## src/rtl/scan_master.sv

```systemverilog
// scan_master: serialises bytes into one of eight scan-chain pattern buffers while
// collecting the bits that fall out of the chain's far end, one byte at a time.
// Ports: clk/rst_n; start/addr/busy/done control; tx_* byte input handshake;
//        rx_* received-byte pulse; sclk/sin/ssel/saddr/sout scan bus to the buffers.
module scan_master #(
  parameter int BUFFER_SIZE  = 32,
  parameter int BUFFER_WIDTH = 8,
  parameter int CLKDIV       = 1
) (
  input  logic                    clk,
  input  logic                    rst_n,
  input  logic                    start,
  input  logic [2:0]              addr,
  output logic                    busy,
  output logic                    done,
  input  logic [BUFFER_WIDTH-1:0] tx_data,
  input  logic                    tx_valid,
  output logic                    tx_ready,
  output logic [BUFFER_WIDTH-1:0] rx_data,
  output logic                    rx_valid,
  output logic                    sclk,
  output logic                    sin,
  output logic                    ssel,
  output logic [2:0]              saddr,
  input  logic                    sout
);

  localparam int BW = BUFFER_WIDTH;
  localparam int CW = $clog2(BUFFER_SIZE) + 1;

  typedef enum logic [2:0] {IDLE, LOAD, SHIFT_LO, SHIFT_HI, FINISH} state_t;

  state_t          state_q, state_d;
  logic [7:0]      div_q, div_d;
  logic [2:0]      bit_q, bit_d;
  logic [CW-1:0]   byte_q, byte_d;
  logic [BW-1:0]   tx_sh_q, tx_sh_d;
  logic [BW-1:0]   rx_sh_q, rx_sh_d;
  logic [BW-1:0]   rx_data_q, rx_data_d;
  logic            rx_valid_q, rx_valid_d;
  logic            sclk_q, sclk_d;
  logic            ssel_q, ssel_d;
  logic [2:0]      saddr_q, saddr_d;
  logic            div_last;

  assign div_last = (div_q == 8'(CLKDIV - 1));

  always_ff @(posedge clk or negedge rst_n) begin
    if (!rst_n) begin
      state_q    <= IDLE;
      div_q      <= '0;
      bit_q      <= '0;
      byte_q     <= '0;
      tx_sh_q    <= '0;
      rx_sh_q    <= '0;
      rx_data_q  <= '0;
      rx_valid_q <= 1'b0;
      sclk_q     <= 1'b0;
      ssel_q     <= 1'b0;
      saddr_q    <= '0;
    end else begin
      state_q    <= state_d;
      div_q      <= div_d;
      bit_q      <= bit_d;
      byte_q     <= byte_d;
      tx_sh_q    <= tx_sh_d;
      rx_sh_q    <= rx_sh_d;
      rx_data_q  <= rx_data_d;
      rx_valid_q <= rx_valid_d;
      sclk_q     <= sclk_d;
      ssel_q     <= ssel_d;
      saddr_q    <= saddr_d;
    end
  end

  always_comb begin
    state_d    = state_q;
    div_d      = div_q;
    bit_d      = bit_q;
    byte_d     = byte_q;
    tx_sh_d    = tx_sh_q;
    rx_sh_d    = rx_sh_q;
    rx_data_d  = rx_data_q;
    rx_valid_d = 1'b0;
    sclk_d     = 1'b0;
    ssel_d     = ssel_q;
    saddr_d    = saddr_q;
    case (state_q)
      IDLE: begin
        if (start) begin
          saddr_d = addr;
          ssel_d  = 1'b1;
          byte_d  = '0;
          bit_d   = '0;
          div_d   = '0;
          state_d = LOAD;
        end
      end
      LOAD: begin
        if (tx_valid) begin
          tx_sh_d = tx_data;
          div_d   = '0;
          state_d = SHIFT_LO;
        end
      end
      SHIFT_LO: begin
        if (div_last) begin
          // sclk rises on this edge; capture the chain output at the same edge.
          div_d   = '0;
          sclk_d  = 1'b1;
          rx_sh_d = {rx_sh_q[BW-2:0], sout};
          state_d = SHIFT_HI;
        end else begin
          div_d = div_q + 8'd1;
        end
      end
      SHIFT_HI: begin
        sclk_d = 1'b1;
        if (div_last) begin
          div_d  = '0;
          sclk_d = 1'b0;
          bit_d  = bit_q + 3'd1;
          if (bit_q == 3'(BW - 1)) begin
            // Last bit: tx register is left alone so sin holds through LOAD.
            rx_data_d  = rx_sh_q;
            rx_valid_d = 1'b1;
            byte_d     = byte_q + CW'(1);
            if (byte_d < CW'(BUFFER_SIZE)) begin
              state_d = LOAD;
            end else begin
              ssel_d  = 1'b0;
              state_d = FINISH;
            end
          end else begin
            tx_sh_d = {tx_sh_q[BW-2:0], 1'b0};
            state_d = SHIFT_LO;
          end
        end else begin
          div_d = div_q + 8'd1;
        end
      end
      FINISH: begin
        // Wait out the final rx_valid pulse so done never overlaps it.
        if (!rx_valid_q) state_d = IDLE;
      end
      default: state_d = IDLE;
    endcase
  end

  assign busy     = (state_q != IDLE);
  assign done     = (state_q == FINISH) && !rx_valid_q;
  assign tx_ready = (state_q == LOAD);
  assign rx_data  = rx_data_q;
  assign rx_valid = rx_valid_q;
  assign sclk     = sclk_q;
  assign sin      = tx_sh_q[BW-1];
  assign ssel     = ssel_q;
  assign saddr    = saddr_q;

endmodule
```

## config.mk

```make
export PLATFORM = sky130hd
export DESIGN_NAME = scan_master
export DESIGN_NICKNAME = d
export VERILOG_FILES = /design/src/rtl/scan_master.sv
export SDC_FILE = /design/constraint.sdc
export NUM_CORES = 1
export LEC_CHECK = 0
export CAP_MARGIN = 20
export CORE_MARGIN = 5
export CORE_UTILIZATION = 50
export CTS_BUF_LIST = sky130_fd_sc_hd__clkbuf_8
export DETAILED_ROUTE_END_ITERATION = 16
export PLACE_DENSITY = 0.75
export SLEW_MARGIN = 20
export SYNTH_ARGS = -nofsm -noshare
export SYNTH_HDL_FRONTEND = slang
export SYNTH_SLANG_ARGS = --single-unit
export TNS_END_PERCENT = 20
```

## constraint.sdc

```tcl
create_clock -name clk -period 2.4 [get_ports clk]
set_clock_uncertainty 0.05 [all_clocks]
set_input_delay 0.36 -clock clk [delete_from_list [all_inputs] [get_ports clk]]
set_output_delay 0.36 -clock clk [all_outputs]
set_load 0.005 [all_outputs]
```

; Word-level counts from Yosys, hierarchy flattened
; Index checks and enable logic that the tools add are counted.
[totals]
word_cells = 80
in_bits = 16
output_inout_bits = 18
reg_bits = 50
[op_classes]
n_lt_le_gt_ge = 1
mux = 34
eq_ne = 13
add_sub_neg = 3
reduce_logical = 18
[op_table]
columns = op, n
row1 = 8-bit 2-to-1 mux, 6
row2 = 3-bit 2-to-1 mux, 9
row3 = 8-bit case mux with 3 select lines, 1
row4 = 6-bit 2-to-1 mux, 3
row5 = 2-bit != test (second input constant), 8
row6 = 8-bit case mux with 2 select lines, 1
row7 = 3-bit case mux with 5 select lines, 1
row8 = 6-bit case mux with 2 select lines, 1
row9 = 5-bit AND reduction, 2
row10 = 1-bit 2-to-1 mux, 9
row11 = 3-bit AND reduction, 3
row12 = 8-bit by 1-bit adder with 8-bit output (second input constant), 1
row13 = 8-bit logical NOT, 1
row14 = 4-bit AND reduction, 2
row15 = 6-bit by 1-bit adder with 6-bit output (second input constant), 1
row16 = 3-bit by 2-bit equality test with 1-bit output (second input constant), 2
row17 = 3-bit equality test (second input constant), 2
row18 = 6-bit < comparator (second input constant), 1
row19 = 3-bit case mux with 2 select lines, 1
row20 = 3-bit nonzero test, 2
row21 = 1-bit case mux with 2 select lines, 2
row22 = 2-bit AND reduction, 2
row23 = 2-bit nonzero test, 2
row24 = 3-bit by 1-bit adder with 3-bit output (second input constant), 1
row25 = 5 further kinds, 5

; Logic depth before layout (Yosys ltp)
; Gate-level depths: netlist of run 1.
[logic_depth]
word_depth = 6
ltp_mapped = 8

; Worst setup path after synthesis of run 1
; OpenSTA, ideal clock, no wires.
[synth_timing]
kind = reg-to-reg
from = reg div_q[0]
to = reg tx_sh_q[1]
t_arrival_ns = 1.750
stages_incl_launch_ff = 7
required_time_ns = 2.225
path_slack_ns = 0.475
n_path_buf = 0
path_cell_list = dfrtp_1 inv_1 ha_1 nor3b_2 nand4b_1 a21oi_2 mux2_2
[synth_between]
elab_chain_len = 3
[synth_rtl]
columns = element, line
row1 = start: declaration, 34  ; logic [7:0] div_q, div_d;
row2 = start signal: assignment, 63  ; div_q <= div_d;
row3 = 8-bit logical NOT, 46  ; assign div_last = (div_q == 8'(CLKDIV - 1));
row4 = 2-bit != test (no source line), --
row5 = 4-bit AND reduction (no source line), --
row6 = end signal: assignment, 66  ; tx_sh_q <= tx_sh_d;
row7 = end: declaration, 37  ; logic [BW-1:0] tx_sh_q, tx_sh_d;
; No other way between the ends.
; A chain may end at the register's enable or synchronous reset.

; Worst setup path in the final report of run 1
[layout_timing]
from = reg state_q[2]
to = out done
[layout_between]
elab_chain_len = 2
[layout_rtl]
columns = element, line
row1 = start: declaration, 33  ; state_t state_q, state_d;
row2 = start signal: assignment, 62  ; state_q <= state_d;
row3 = 3-bit equality test, 151  ; assign done = (state_q == FINISH) && !rx_valid_q;
row4 = 1-bit logical AND, 151
row5 = end: declaration, 15  ; output logic done,
; No other way between the ends.

==> results.cfg, run 1 <==
[sta]
hold_ws_ns = -0.00329
min_period_over_period_pct = 93.3
finalHoldViolations = 7
fmax_mhz = 447
slew_viol_final = 0
rsz0062_at_grt = no
final-setup-viol-count = 0
setup_slack_ns = 0.161
relSlewSlack_pct = 61.5
tightest_slew_ns = 0.577
fin_tns_setup_ns = 0
min_period_ns = 2.24

[pwr]
p_per_area_nw_per_um2 = 1080
p_seq_share_pct = 40.4
comb_power_share_pct = 37.9
switching_power_mw = 1.02
power.leakage_nw = 1.40
irDropWorstVdd_mv = 0.670
p_total_mw = 3.20
p_int_mw = 2.18
pwr-share-clk_pct = 21.8
netSwitchingFraction_pct = 31.9

[worst_setup_path]
cp_max_fo = 10
worstSetupStartpointType = register
worstPathArrival_ns = 1.83
r2r_cells = 6
crit_required_ns = 1.99
path_class = reg2out
cp-end-kind = primary output

[yosys]
synth_enable_flop_cells = 0
synth_flop_cell = dfrtp_1
synth.distinct_cells = 44
synth_warnings = 0
ys_seq_elements = 50
avgSynthCellArea_um2 = 10.5
yosysSeqAreaShare_pct = 52.2
synthCells = 227
synthArstFlopShare_pct = 100
syn-num-nets = 248
syn_area_um2 = 2390

[grt]
grt_first_pass_wirelength_um = 8110
gr-total-overflow = 0
grt_antenna_before_repair = 0
grt_usage_pct = 16.5
grt_pass1_vias = 1700
grt_max_degree = 28

[place]
dp.cells = 313
placed_area_um2 = 2820
io_buffers = 33
dp_hpwl_um = 3350
place.gp.congestion = 0.838
detailedPlace.worstSlack_ns = 0.242

[route]
dr.pass1.iters = 4
routed_wl_um = 4570
vias = 1737
drt_iter0_drc = 72
ant_nets = 0
vias_per_cell = 5.41
wl_per_cell_um = 14.2
drc = 0

[layout]
fin_nets = 287
syn_to_final_growth_pct = 23.4
final_layout_size_suffix_gt1_share_pct = 17.2
post-route-util_pct = 63.0
instances_no_fill = 321
final_area_um2 = 2950
antenna_cells = 0

[clocking]
clkSlewWorstSetupHoldPaths_ns = 0.09
cts_made_buffers = 5
cts_setup_buffers = 0
cts_max_level = 2
tritoncts = yes
root_buffer = clkbuf_8
cts.repair.resized = 0
clock_latency_ns = 0.31
clkSinkCount = 50
cts_buffer_depth = 2
cts_hold_buffers = 0

[hold_path]
worstHoldPathType = in2async

[die]
core_um2 = 4690
placementRows = 25
num_io_pins = 34
die_h_um = 79.2
dieArea_um2 = 6270
initial_utilization_pct = 51.0
die_w_um = 79.2

[status]
violations = hold timing
outcome = finished, violations left

[job]
maxCapViolCount = 0
-- flip-flops by register name, indices dropped and copies added, names as in the netlist --
signal,cells
byte_q,6
sclk,1
rx_sh_q,8
tx_sh_q,8
saddr,3
ssel,1
rx_data,8
state_q,3
bit_q,3
div_q,8
rx_valid,1
-- logic make-up after synthesis --
group | count (synthesis) | synth area share [%]
xor gates and xnor gates | 2 | 0.732
buffers and inverters | 18 | 3.24
muxes | 24 | 12.5
adders and majority gates | 5 | 2.61
AOI/OAI and AO/OA | 31 | 8.46
DFF | 50 | 52.2
and+or+nand+nor | 97 | 20.2
-- critical path, cell delays in order (launching register included) --
cell	delay, ns
dfrtp_1	0.49
inv_1	0.09
nor4_1	0.37
clkdlybuf4s50_1	0.58
-- per-layer routing --
metal  track usage (%)  wire length (um)  vias to the layer above
li1                  -                 -                      866
met1              22.7              2240                      816
met2              24.9              2030                       49
met3              5.78               258                        6
met4              4.12                43                        0
met5                 0                 0                        -
-- layout by cell type (no fill, tap or decap), drive strengths merged, types with 3 or more instances in the layout --
master	n
dfrtp	50
nand2	46
clkdlybuf4s50	32
mux2	23
nand3	13
o21ai	11
inv	9
nor2	9
buf	9
nand4	6
ha	5
clkbuf	5
a21oi	5
nand2b	4
nor4	3
and2	3
-- Yosys cell counts (2+ instances only) --
master | number | share of area [%]
a21o_1 | 2 | 0.63
a21oi_1 | 4 | 0.84
a31oi_1 | 2 | 0.52
and2_1 | 2 | 0.52
buf_2 | 2 | 0.42
clkbuf_1 | 6 | 0.94
dfrtp_1 | 50 | 52
ha_1 | 5 | 2.6
inv_1 | 9 | 1.4
mux2_2 | 15 | 7.1
mux2_4 | 8 | 5.0
nand2_1 | 46 | 7.2
nand2b_1 | 4 | 1.0
nand3_1 | 13 | 2.7
nand4_1 | 6 | 1.6
nor2_1 | 9 | 1.4
nor2b_1 | 2 | 0.52
nor3_1 | 2 | 0.42
nor4_1 | 2 | 0.52
o21a_1 | 2 | 0.63
o21ai_0 | 11 | 2.3
o31ai_1 | 2 | 0.63
xor2_1 | 2 | 0.73
-- power groups by stage --
stage	combinational, mW	sequential [mW]	clock [mW]
after floorplan	0.901	1.23	0
after global placement	1.18	1.30	0
after detailed placement	1.21	1.31	0
after CTS	1.22	1.29	0.713
after global routing	1.34	1.34	0.752
final	1.21	1.29	0.696
-- final timing paths --
check,start,to,slack (ns)
setup reg to reg,div_q[0],tx_sh_q[4],0.17
setup / recovery,state_q[2],done,0.16
min in group clk,rx_data[0],rx_data[0],0.43
max in group asynchronous,rst_n,rx_sh_q[0],1.76
hold reg to reg,rx_data[0],rx_data[0],0.43
hold / removal,rst_n,byte_q[4],-0.003
-- area by class of cell --
cell class              count  area, um^2
flip-flops and latches     50        1250
clock buffers               5        68.8
fillers                   390        1740
well taps                  54        67.6
clock inverters             3        68.8
multi-input cells         159        1070
inverters                   9        33.8
repair buffers             41         398
Power figures use the tool's default switching activity.
==> run 2, diff against run 1 <==
==> constraint.sdc (replaced) <==
create_clock -name clk -period 2.4 [get_ports clk]
set_clock_uncertainty 0.05 [all_clocks]
set_input_delay 0.48 -clock clk [delete_from_list [all_inputs] [get_ports clk]]
set_output_delay 0.48 -clock clk [all_outputs]
set_load 0.005 [all_outputs]
==> results.cfg, run 2 (synthesis results as in run 1) <==
[sta]
final-setup-viol-count = 0
rsz0062_at_grt = no
min_period_ns = 2.31
finalHoldViolations = 0
slew_viol_final = 0
relSlewSlack_pct = 62.9
fin_tns_setup_ns = 0
min_period_over_period_pct = 96.1
fmax_mhz = 433
tightest_slew_ns = 0.557

[die]
core_um2 = 4690
die_w_um = 79.2
placementRows = 25
die_h_um = 79.2
num_io_pins = 34
initial_utilization_pct = 51.0
dieArea_um2 = 6270

[layout]
final_layout_size_suffix_gt1_share_pct = 18.5
mostFrequentLayoutCell = dfrtp_1
layout_common_cells = 50 x dfrtp_1, 46 x nand2_1, 32 x clkdlybuf4s50_1
post-route-util_pct = 63.1
fin_nets = 290
instances_no_fill = 324
final_area_um2 = 2960
syn_to_final_growth_pct = 23.6
antenna_cells = 0

[pwr]
p_per_area_nw_per_um2 = 1060
irDropWorstVdd_mv = 0.625
power.leakage_nw = 1.40

[job]
maxCapViolCount = 0

[route]
routed_wl_um = 4620
dr.pass1.iters = 4
drc = 0
vias_per_cell = 5.38
vias = 1743
ant_nets = 0
drt_iter0_drc = 73
wl_per_cell_um = 14.2

[place]
dp.cells = 316
placed_area_um2 = 2840
dp_hpwl_um = 3430
place.gp.congestion = 0.805
io_buffers = 33

[clocking]
tritoncts = yes
cts_made_buffers = 5
root_buffer = clkbuf_8
clock_latency_ns = 0.31
cts_buffer_depth = 2
cts_max_level = 2
cts_hold_buffers = 0
clkSlewWorstSetupHoldPaths_ns = 0.09
clkSinkCount = 50

[grt]
gr-total-overflow = 0
grt_pass1_vias = 1704
grt_usage_pct = 15.9
grt_antenna_before_repair = 0
grt_first_pass_wirelength_um = 7840
grt_max_degree = 28

[worst_setup_path]
crit_required_ns = 1.87
path_class = reg2out
cp-end-kind = primary output
worstSetupStartpointType = register
cp_max_fo = 11
worstPathArrival_ns = 1.78
ff2ff_setup_slack_ns = 0.20

[status]
outcome = finished, final reports clean

[hold_path]
worstHoldPathType = in2async
## run 2: cell types whose count changed in the layout (fill, tap and decap cells not counted)
| cell | previous run | this run |
|---|---|---|
| bufinv_16 | 2 | 1 |
| buf_4 | 7 | 10 |
| inv_6 | 0 | 1 |
| nor3_2 | 0 | 1 |
| nor3_1 | 2 | 1 |
## run 2: worst max-delay path, cell delays in order (launching register included)
cell and delay, ns:
dfrtp_1 0.50, nor4_1 0.40, clkdlybuf4s50_1 0.57
## run 2: timing repair
item	CTS	global route
setup buffers	0	0
endpoints found under the setup margin	0	1
resized for setup	0	1
## run 2: power by group
part           internal (mW)  total, mW  switching [mW]
Combinational          0.692       1.24           0.545
Sequential              1.09       1.29           0.202
Clock                  0.316      0.610           0.293
## run 2: layout make-up
| class | count | area, um^2 |
|---|---|---|
| Inverter | 9 | 33.8 |
| Clock buffer | 5 | 68.8 |
| Tap cell | 54 | 67.6 |
| Clock inverter | 3 | 47.5 |
| Fill cell | 389 | 1730 |
| Multi-Input combinational cell | 159 | 1070 |
| Sequential cell | 50 | 1250 |
| Timing Repair Buffer | 44 | 420 |
## run 2: final timing paths
path,startpoint,to,cells past startpoint
max in group asynchronous,rst_n,div_q[4],2
min in group clk,rx_data[7],rx_data[7],2
worst max-delay path,state_q[0],done,2
worst max register to register,div_q[0],tx_sh_q[1],6
worst min-delay path,rst_n,tx_sh_q[4],1
worst min register to register,rx_data[7],rx_data[7],2
## run 2: routing by layer
layer	track usage, %	up-vias	wire, um
met5	0	-	0
met4	5.67	0	68
met3	3.97	5	186
met2	24.5	31	2090
met1	21.9	836	2270
li1	-	871	-
## run 2: through the flow
stage / setup slack (ns) / hold slack (ns) / power [mW]
after global routing: 0.0480 / 0.145 / 3.36
final: 0.0928 / 0.103 / 3.14
after CTS: 0.0994 / 0.116 / 3.16
after detailed placement: 0.195 / 0.412 / 2.54
after floorplan: 0.475 / 0.134 / 2.13
after global placement: 0.279 / 0.407 / 2.50
==> variant 1, RTL diff (settings of run 1) <==
The parameter `BUFFER_SIZE` goes from 32 to 64.
--- a/src/rtl/scan_master.sv
+++ b/src/rtl/scan_master.sv
@@ -5,3 +5,3 @@
 module scan_master #(
-  parameter int BUFFER_SIZE  = 32,
+  parameter int BUFFER_SIZE  = 64,
   parameter int BUFFER_WIDTH = 8,
Formal check against the unedited RTL: no difference found for any inputs over 10 cycles, from zero or initial values and one cycle with rst_n low; that may be too few to reach the edited logic, so the function may still have changed.
==> variant 1 against run 1 <==
  * The run still ends with negative hold slack left
  * Routed wire length is 6.9% higher
  * Area after synthesis is 2.1% higher
  * Synthesized cell count is 4.0% lower
  * Register-to-register slack better by 0.25 ns
  * Non-clock buffer count is 2 higher
  * Cell count is 2.2% higher
  * Cell area is 1.7% higher
  * Fmax is 1.3% higher
  * Global-route usage is 0.48 points higher
  * Sequential cell count is 1 higher
  * Via count is 3.0% higher
  * Total power is 1.6% higher
  * Count of clock-buffer cells in the layout stayed put
  * Worst setup slack better by 0.029 ns
==> variant 1: results (changes against run 1) <==
- R2R depth: 8 (+2)
- Filler-free cell count of the finished design: 328 (+2.2%)
- R2r endpoint: div_q[5]$_DFFE_PN0P_
- Seq/Total Area, Yosys: 52.2% (about the same)
- M1 wire length: 2330 um (+4.3%)
- Multiplexer share of the synthesized area: 10.4% (-2.1 points)
- Violated checks: negative hold slack
- Top cells by count, synth: dfrtp_1 (51), nand2_1 (21), mux2_2 (19)
- Compound-Gate Fraction of Synth Area: 16.1% (+7.6 points)
- Share of cells above drive strength 1: 19.2% (+1.9 points)
- Max VDD drop: 607 uV (-9.5%)
- Cell family with most CP delay: flip-flops
- Final wirelength: 4880 um (+6.9%)
- Clk pwr: 0.508 mW (-27%)
- Status: complete, but fails checks
- Top cells by area, synth: dfrtp_1 (52%), mux2_2 (8.8%), nand2_1 (3.2%), ha_1 (2.6%), a2bb2oi_1 (2.5%)
- Lkg Pwr: 1.31 nW (-6.3%)
- Worst-path maximum fanout: 16 (+6)
- Post-synthesis cell type count: 47 (+6.8%)
- Met3 WL: 209 um (-19%)
- Setup crit end: tx_ready
- XOR/XNOR Fraction of Synth Area: 0% (-0.73 points)
- Sequential power: 1.39 mW (+8%)
- Final GP Congestion: 0.767 (-8.4%)
- Pre-CTS setup slack: 0.253 ns (+0.0111 ns)
- Vias in the first global route: 1830 (+7.6%)
- Hold slack: -0.00862 ns (-0.00533 ns)
- Final hold vios: 15 (+8)
- First-pass GRT wire length: 8610 um (+6.1%)
- Met2 Resource Use GR: 26.2% (+1.2 points)
- Met3 GRT Util: 3.39% (-2.4 points)
- GR Util All Layers: 17.0% (+0.48 points)
variant 1: cell count changes after synthesis, sizes merged, moves of 4 or more:
cell	before	now
nand2	46	21
a2bb2oi	0	7
o22ai	0	7
nand3	13	8
a21oi	5	9
mux2	23	19
variant 1: cell type report:
| class | instances | area (um^2) |
|---|---|---|
| Timing Repair Buffer | 43 | 413 |
| Clock inverter | 3 | 25.0 |
| Sequential cell | 51 | 1280 |
| Fill cell | 373 | 1720 |
| Clock buffer | 5 | 68.8 |
| Inverter | 6 | 22.5 |
| Multi-Input combinational cell | 153 | 1110 |
| Tap cell | 67 | 83.8 |
variant 1: worst register-to-register path: stages (launching register included):
cell and delay [ns]:
dfrtp_1 0.42, inv_1 0.07, ha_1 0.20, nor3b_2 0.15, buf_4 0.18, a21oi_1 0.42, buf_4 0.23, nand4_1 0.09
mux2i_1 0.13
==> variant 2, RTL diff (flow settings as in run 1) <==
Without the edit above. Encoding of `state_t`: now Gray code (3 bits for 5 states).
--- a/src/rtl/scan_master.sv
+++ b/src/rtl/scan_master.sv
@@ -30,3 +30,3 @@
 
-  typedef enum logic [2:0] {IDLE, LOAD, SHIFT_LO, SHIFT_HI, FINISH} state_t;
+  typedef enum logic [2:0] {IDLE = 3'b000, LOAD = 3'b001, SHIFT_LO = 3'b011, SHIFT_HI = 3'b010, FINISH = 3'b110} state_t;
 
Behaviour: no difference found for any inputs over 10 cycles, from zero or initial values and one cycle with rst_n low; not proved beyond that.
==> variant 2 against run 1 <==
  * Count of clock-buffer cells in the layout stayed put
  * Core utilization is 1.2 points lower
  * Synthesized cell count is 12% lower
  * Critical path type unchanged
  * Global-route usage is 0.35 points lower
  * Area after synthesis is 1.0% higher
  * Worst hold slack better by 0.11 ns
  * Sequential cell count stayed put
  * Sequential share of layout area is 0.55 points higher
  * Routed wire length is 1.2% lower
  * Worst setup slack worse by 0.022 ns
  * Cell area is 1.2% lower
Power is not compared: it rests on default switching activity, and its combinational part moved more than twofold at a synthesized area within 25%.
==> variant 2: results (changes against run 1) <==
- Status: finished, final reports clean
- Top cells by count, synth: dfrtp_1 (50), mux2_2 (36), nand2_1 (12), nor2_1 (12), a21oi_1 (8)
- Detail Placement HPWL: 3180 um (-5.2%)
- Seq/Total Area, Yosys: 51.7% (-0.54 points)
- Final hold vios: 0 (-7)
- Max VDD drop: approximately 410 uV
- R2R depth: 7 (+1)
- Measured slew at the worst slew-check pin: 0.615 ns (+0.0382 ns)
- Cell family with most CP delay: flip-flops
- Worst-path maximum fanout: 12 (+2)
- Final GP Congestion: 0.754 (-10%)
- RR Startpoint: div_q[0]$_DFFE_PN0P_
- Drt first pass iters: 4 (unchanged)
- Syn_nets: 221 (-11%)
- First-pass GRT wire length: 8000 um (-1.4%)
- Pre-CTS setup slack: 0.387 ns (+0.146 ns)
- Vias per cell: 5.42 (+0.24%)
- Postcts setup bufs: 0 (unchanged)
- Fin nets: 257 (-10%)
- Hold crit path type: in2async
- CTS resizes: 0 (unchanged)
- Clock root cell: clkbuf_8
- Slowest cell on the critical path: dfrtp_1
- Routed len/inst: 14.8 um (+4.3%)
- Top cells by area, synth: dfrtp_1 (52%), mux2_2 (17%), ha_1 (2.6%), nand2_1 (1.9%), nor2_1 (1.9%)
- GR Util All Layers: 16.1% (-0.35 points)
- H-tree levels: 2 (unchanged)
- Share of cells above drive strength 1: 25.3% (+8.1 points)
- Initial drt markers: 82 (+14%)
- Largest net degree at the start of global routing: 51 (+82%)
- Post-synthesis cell type count: 47 (+6.8%)
- CTS Buf Count: 5 (unchanged)
- Maximum clock frequency: 0.442 GHz (-0.99%)
- Worst R2R Setup Slack: 0.32 ns (+0.15 ns)
- Vias in the first global route: 1667 (-1.9%)
- R2r endpoint: rx_sh_q[0]$_DFFE_PN0P_
- Data arrival, critical path: 1.85 ns (+0.02 ns)
[variant 2: changes by cell type in the layout (fill, tap and decap cells not counted), moves of 3 or more]
cell and change:
buf_4 -4, nor2_1 +3, nand2_1 -34, a21oi_1 +4, mux2_4 -8, o21ai_0 -5
nand3_1 -9, inv_1 -3, a32o_1 +3, mux2_2 +21
[variant 2: metal layers]
metal	vias up	global-route usage (%)	routed length, um
met3	6	4.29	154
met4	0	5.67	77
li1	807	-	-
met5	-	0	0
met2	25	25.0	2130
met1	811	21.9	2160
[variant 2: worst min-delay path by stage]
stage	start	to	slack, ns	cells after the start
2_1_floorplan	rst_n	bit_q[0]$_DFFE_PN0P_	0.01	0
3_3_place_gp	bit_q[1]$_DFFE_PN0P_	bit_q[1]$_DFFE_PN0P_	0.43	1
3_5_place_dp	tx_sh_q[0]$_DFFE_PN0P_	tx_sh_q[0]$_DFFE_PN0P_	0.44	1
4_1_cts	rst_n	rx_data[0]$_DFFE_PN0P_	0.12	2
5_1_grt	rst_n	tx_sh_q[7]$_DFFE_PN0P_	0.15	2
6_report	rst_n	tx_sh_q[5]$_DFFE_PN0P_	0.10	2
[variant 2: cells by family after synthesis]
kind of cell / Yosys count / share of synthesized area, %
and+or+nand+nor: 54 / 13.7
DFF: 50 / 51.7
AOI/OAI and AO/OA: 38 / 11.2
muxes: 38 / 17.6
buffers and inverters: 14 / 2.84
adders and majority gates: 5 / 2.59
xor gates and xnor gates: 1 / 0.362
[variant 2: worst reg2reg max path, cell delays in order (launching register included)]
cell     delay, ns
dfrtp_1       0.43
inv_1         0.08
ha_1          0.16
nor3b_2       0.27
and2_1        0.32
buf_4         0.21
nand3_4       0.14
mux2_2        0.31
[variant 2: metrics by stage]
stage / instance area [um^2] / power (mW) / std cells / hold slack (ns) / utilization (%)
6_report: 2920 / 2.08 / 304 / 0.103 / 61.8
5_1_grt: 2920 / 2.21 / 304 / 0.149 / 61.8
4_1_cts: 2920 / 2.10 / 304 / 0.124 / 61.8
3_5_place_dp: 2810 / 1.51 / 296 / 0.443 / 59.5
3_3_place_gp: 2810 / 1.49 / 296 / 0.429 / 59.5
2_1_floorplan: 2420 / 1.38 / 200 / 0.0144 / -
[variant 2: area by class of cell]
cell class	instances	area [um^2]
tap	67	83.8
inverter	7	26.3
timing repair buffer	36	348
sequential	50	1250
clock inverter	3	40.0
fill	378	1800
multi-input combinational	136	1100
clock buffer	5	68.8
[variant 2: report_power, final]
part           internal, mW  total, mW  switching (mW)
clock                 0.307      0.580           0.273
combinational         0.215      0.410           0.195
sequential            0.942       1.09           0.149
total                  1.46       2.08           0.617
